**src/rtl/twisted_ring_shifter_pkg.sv**
```systemverilog
// twisted_ring_shifter_pkg: shared mode and direction encodings
package twisted_ring_shifter_pkg;
  typedef enum logic [1:0] {
    MODE_HOLD    = 2'b00,
    MODE_SHIFT   = 2'b01,
    MODE_RING    = 2'b10,
    MODE_TWISTED = 2'b11
  } mode_e;
  localparam logic DIR_LEFT  = 1'b0;
  localparam logic DIR_RIGHT = 1'b1;
endpackage

```
**src/rtl/twisted_ring_shifter_johnson_checker.sv**
```systemverilog
// twisted_ring_shifter_johnson_checker: flags a word with at most one adjacent-bit transition
module twisted_ring_shifter_johnson_checker #(
  parameter int WIDTH = 6
) (
  input  logic [WIDTH-1:0] i_q,
  output logic             o_valid
);
  logic [WIDTH-2:0] w_edges;
  assign w_edges = i_q[WIDTH-2:0] ^ i_q[WIDTH-1:1];
  assign o_valid = (w_edges & (w_edges - 1'b1)) == '0;
endmodule

```
**src/rtl/twisted_ring_shifter.sv**
```systemverilog
// twisted_ring_shifter: configurable shift/ring/Johnson register with period counter
module twisted_ring_shifter
  import twisted_ring_shifter_pkg::*;
#(
  parameter int               WIDTH       = 6,
  parameter logic [WIDTH-1:0] RESET_VALUE = '0
) (
  input  logic                          clk_input,
  input  logic                          clr_n_input,
  input  logic                          enable_input,
  input  logic                          load_input,
  input  logic [WIDTH-1:0]              load_value,
  input  logic                          data_input,
  input  logic                          dir_input,
  input  logic [1:0]                    mode_input,
  output logic [WIDTH-1:0]              shifted_number,
  output logic                          serial_output,
  output logic [$clog2(2*WIDTH)-1:0]    step_count,
  output logic                          period_done,
  output logic                          johnson_valid
);
  localparam int CW = $clog2(2*WIDTH);
  logic [WIDTH-1:0] r_q, w_next;
  logic [CW-1:0]    r_cnt, w_cnt_next, w_last;
  logic             r_done, w_out, w_fb, w_shift, w_periodic, w_restart, w_wrap;
  mode_e            r_mode_q;
  // feedback selection, next register value and period counter update
  always_comb begin
    w_out      = dir_input == DIR_RIGHT ? r_q[0] : r_q[WIDTH-1];
    w_fb       = mode_input == MODE_SHIFT ? data_input : mode_input == MODE_RING ? w_out : ~w_out;
    w_shift    = enable_input && mode_input != MODE_HOLD;
    w_next     = !w_shift ? r_q : dir_input == DIR_RIGHT ? {w_fb, r_q[WIDTH-1:1]} : {r_q[WIDTH-2:0], w_fb};
    w_periodic = mode_input == MODE_RING || mode_input == MODE_TWISTED;
    w_restart  = mode_input == MODE_SHIFT || (mode_input != MODE_HOLD && mode_input != r_mode_q);
    w_last     = mode_input == MODE_RING ? CW'(WIDTH - 1) : CW'(2 * WIDTH - 1);
    w_wrap     = w_shift && w_periodic && !w_restart && r_cnt == w_last;
    w_cnt_next = (w_restart || w_wrap) ? '0 : (w_shift && w_periodic) ? r_cnt + 1'b1 : r_cnt;
  end
  // state registers; load outranks every other control
  always_ff @(posedge clk_input or negedge clr_n_input) begin
    if (!clr_n_input) begin
      r_q      <= RESET_VALUE;
      r_cnt    <= '0;
      r_done   <= 1'b0;
      r_mode_q <= MODE_HOLD;
    end else begin
      r_mode_q <= mode_e'(mode_input);
      if (load_input) begin
        r_q    <= load_value;
        r_cnt  <= '0;
        r_done <= 1'b0;
      end else begin
        r_q    <= w_next;
        r_cnt  <= w_cnt_next;
        r_done <= w_wrap;
      end
    end
  end
  twisted_ring_shifter_johnson_checker #(.WIDTH(WIDTH)) u_johnson (
    .i_q     (r_q),
    .o_valid (johnson_valid)
  );
  assign shifted_number = r_q;
  assign serial_output  = w_out;
  assign step_count     = r_cnt;
  assign period_done    = r_done;
endmodule

```
**config.mk**
```make
export PLATFORM = sky130hd
export DESIGN_NAME = twisted_ring_shifter
export DESIGN_NICKNAME = d
export VERILOG_FILES = /design/src/rtl/twisted_ring_shifter_pkg.sv /design/src/rtl/twisted_ring_shifter_johnson_checker.sv /design/src/rtl/twisted_ring_shifter.sv
export SDC_FILE = /design/constraint.sdc
export NUM_CORES = 1
export LEC_CHECK = 0
export ABC_AREA = 1
export CORE_ASPECT_RATIO = 1.4
export CORE_UTILIZATION = 40
export CTS_BUF_LIST = sky130_fd_sc_hd__clkbuf_8
export DETAILED_ROUTE_END_ITERATION = 8
export PLACE_DENSITY_LB_ADDON = 0.05
export SLEW_MARGIN = 20
export SYNTH_ARGS = -nofsm -noshare
export SYNTH_HDL_FRONTEND = slang
export SYNTH_SLANG_ARGS = --single-unit
```
**constraint.sdc**
```tcl
create_clock -name clk_input -period 1.2 [get_ports clk_input]
set_input_delay 0.12 -clock clk_input [delete_from_list [all_inputs] [get_ports clk_input]]
set_output_delay 0.12 -clock clk_input [all_outputs]
set_load 0.05 [all_outputs]
```
==> run metrics, run 1 <==
core area=1970 µm²; Yosys cell types=25; Worst setup EP type=primary output; non-filler cells, final=194; violated checks=negative setup slack; port bufs=26; nature of the critical path startpoint=flip-flop; Setup TNS=-330 ps; final cycle utilization of the critical path=123%; initial antenna violation count=0; Num CTS Buffers=3; die area=about 2300 µm²; final setup fails=2; Max clock buf depth=2; sequential area share after synthesis=a little under two fifths; largest net degree at the start of global routing=14; GRT Residual Overflow=0; Total Routing Usage GR=24.8%; final hold vios=0; most common cell after layout, fill and taps aside=nand2_1; Clock Latency Late Sink=240 ps; layout net count=about 190; measured slew at the worst slew-check pin=293 ps; final worst setup slack=-280 ps; first-pass GRT wire length=3.97 mm; Hold Crit Class=primary input to async pin; CP Max Fanout=3; PnR Total Power=0.00167 W; fin. max-slew vios=0; Routed Antenna Nets=0; Setup Skew=between 4 and 5 ps; status=finished with violations; most frequent cells in the layout=41 x nand2_1, 21 x buf_4, 13 x buf_12; kind of critical path=flip-flop to primary output; detailed placer's ending HPWL=1.90 mm; Hold Slack=181 ps; WL/cell=12.8 µm; Leakage Power=0.690 nW; Sink Count=13; Detailed Route WL=between 2 and 2.5 mm; peak supply drop=0.886 mV; root buf cell=clkbuf_8; cell count after placement=187; Area Overhead vs Synth=79.8%; RSZ-0062 raised after global routing=true; vias per inst=5.06; Fmax achieved=between 600 and 700 MHz; max-cap viol count=0; Die Wd=40.9 µm; RD Place Congestion=approximately 0.80; Die H=about 56 µm; drt first pass iters=4; min Tclk post-route=1480 ps; share of layout cells above drive strength 1=38.7%; final core utilization=77.3%; H-tree lvl count=1; Placement Rows=19; Cell Area, Synth=848 µm²; relative slew slack=80.5%; Yosys Warn Count=0; clock transition at the registers of the reported paths=60 ps; io pins=27; diode count=0; critical path data required time=1080 ps; Mean Syn Cell Area=6.84 µm²; Gate Count Post-Synth=between 100 and 150; Post-Synthesis Net Count=around 140; TritonCTS clock tree=done; vias=982; drc violations=0; vias in the first global route=between 900 and 1000; Starting Density=43.0%; fillers=approximately 140; number of synthesized register bits=13; worst path arrival time=about 1400 ps; initial drt markers=41; PwrDens=1100 nW/µm²
## repair_timing
action	CTS	global route
gates resized for setup	6	5
hold buffers	0	0
buffers inserted	1	2
endpoints found under the setup margin	6	7
pin swaps	3	1
## final timing paths
kind                                        start             to  slack [ps]  depth (start not counted)
min in group clk_input              mode_input[1]    r_mode_q[1]         350                          2
max in group asynchronous             clr_n_input  step_count[2]         830                          2
worst min-delay path                  clr_n_input    r_mode_q[0]         180                          2
worst max-delay path            shifted_number[1]  johnson_valid        -280                          6
worst min register to register      step_count[2]  step_count[2]         610                          2
worst max register to register      step_count[3]  step_count[3]          50                          8
## power by group
group	switching, W	internal (W)	leakage, nW
registers	0.0000418	0.000475	0.156
clock network	0.000165	0.000226	0.0269
logic	0.000400	0.000366	0.508
total	0.000606	0.00107	0.690
## area by class of cell
| type | instances | area [µm²] | share of cell area [%] |
|---|---|---|---|
| repair buffers | 48 | 557 | 36.5 |
| multi-input cells | 95 | 510 | 33.5 |
| flip-flops and latches | 13 | 335 | 22.0 |
| inverters | 13 | 51.3 | 3.36 |
| clock buffers | 3 | 41.3 | 2.71 |
| well taps | 21 | 26.3 | 1.72 |
| clock inverters | 1 | 3.75 | 0.246 |
## metal layers
layer	part of all wire [%]	wire [µm]	GRT usage, %	vias to the layer above
li1	-	-	-	493
met1	38	940	24.1	460
met2	58	1430	46.7	27
met3	3.6	90	4.35	2
met4	0.69	17	8.10	0
met5	0	0	0	-
## cell families (layout without fill, tap and decap cells)
kind of cell | Yosys count | count (layout) | share of synthesized area (%)
AND/OR/NAND/NOR | 65 | 65 | 33.2
AO/OA/AOI/OAI | 27 | 27 | 17.3
buffers and inverters | 16 | 65 | 7.67
flip-flops | 13 | 13 | 38.3
XOR/XNOR | 2 | 2 | 2.07
adder cells (fa/ha/maj) | 1 | 1 | 1.47
## state kept, by name, indices dropped and copies added, names as in the netlist
register        cells
shifted_number      6
period_done         1
step_count          4
r_mode_q            2
## stage by stage
step	setup slack, ps	instance area (µm²)
6_report	-280	1530
5_1_grt	-343	1530
4_1_cts	-274	1500
3_5_place_dp	-288	1430
3_3_place_gp	-255	1430
2_1_floorplan	-275	886
## Yosys cell counts, drive strengths merged
cell / count / area share (%)
nor3: 1 / 0.59
nand3: 4 / 2.9
a21oi: 13 / 7.7
o21ai: 11 / 6.9
ha: 1 / 1.5
clkbuf: 1 / 0.44
buf: 2 / 1.5
o211ai: 2 / 1.8
inv: 13 / 5.8
xnor2: 1 / 1.0
nor2: 10 / 5.3
xor2: 1 / 1.0
or2: 2 / 1.5
a211oi: 1 / 0.89
dfrtp: 13 / 38
nand2: 47 / 22
nand3b: 1 / 0.89
## worst max-delay path, stage by stage (launching register included)
cell     delay [ps]
dfrtp_2         380
inv_2            40
or2_4           240
o21ai_4          60
o21ai_2          80
a21oi_4         160
buf_12          150
Power figures use the tool's default switching activity.
==> run 2, diff against run 1 <==
Settings changed: ABC_CLOCK_PERIOD_IN_PS set to 1200.
==> results of run 2 <==
The final DEF is identical to that of run 1; final timing and power are the same.
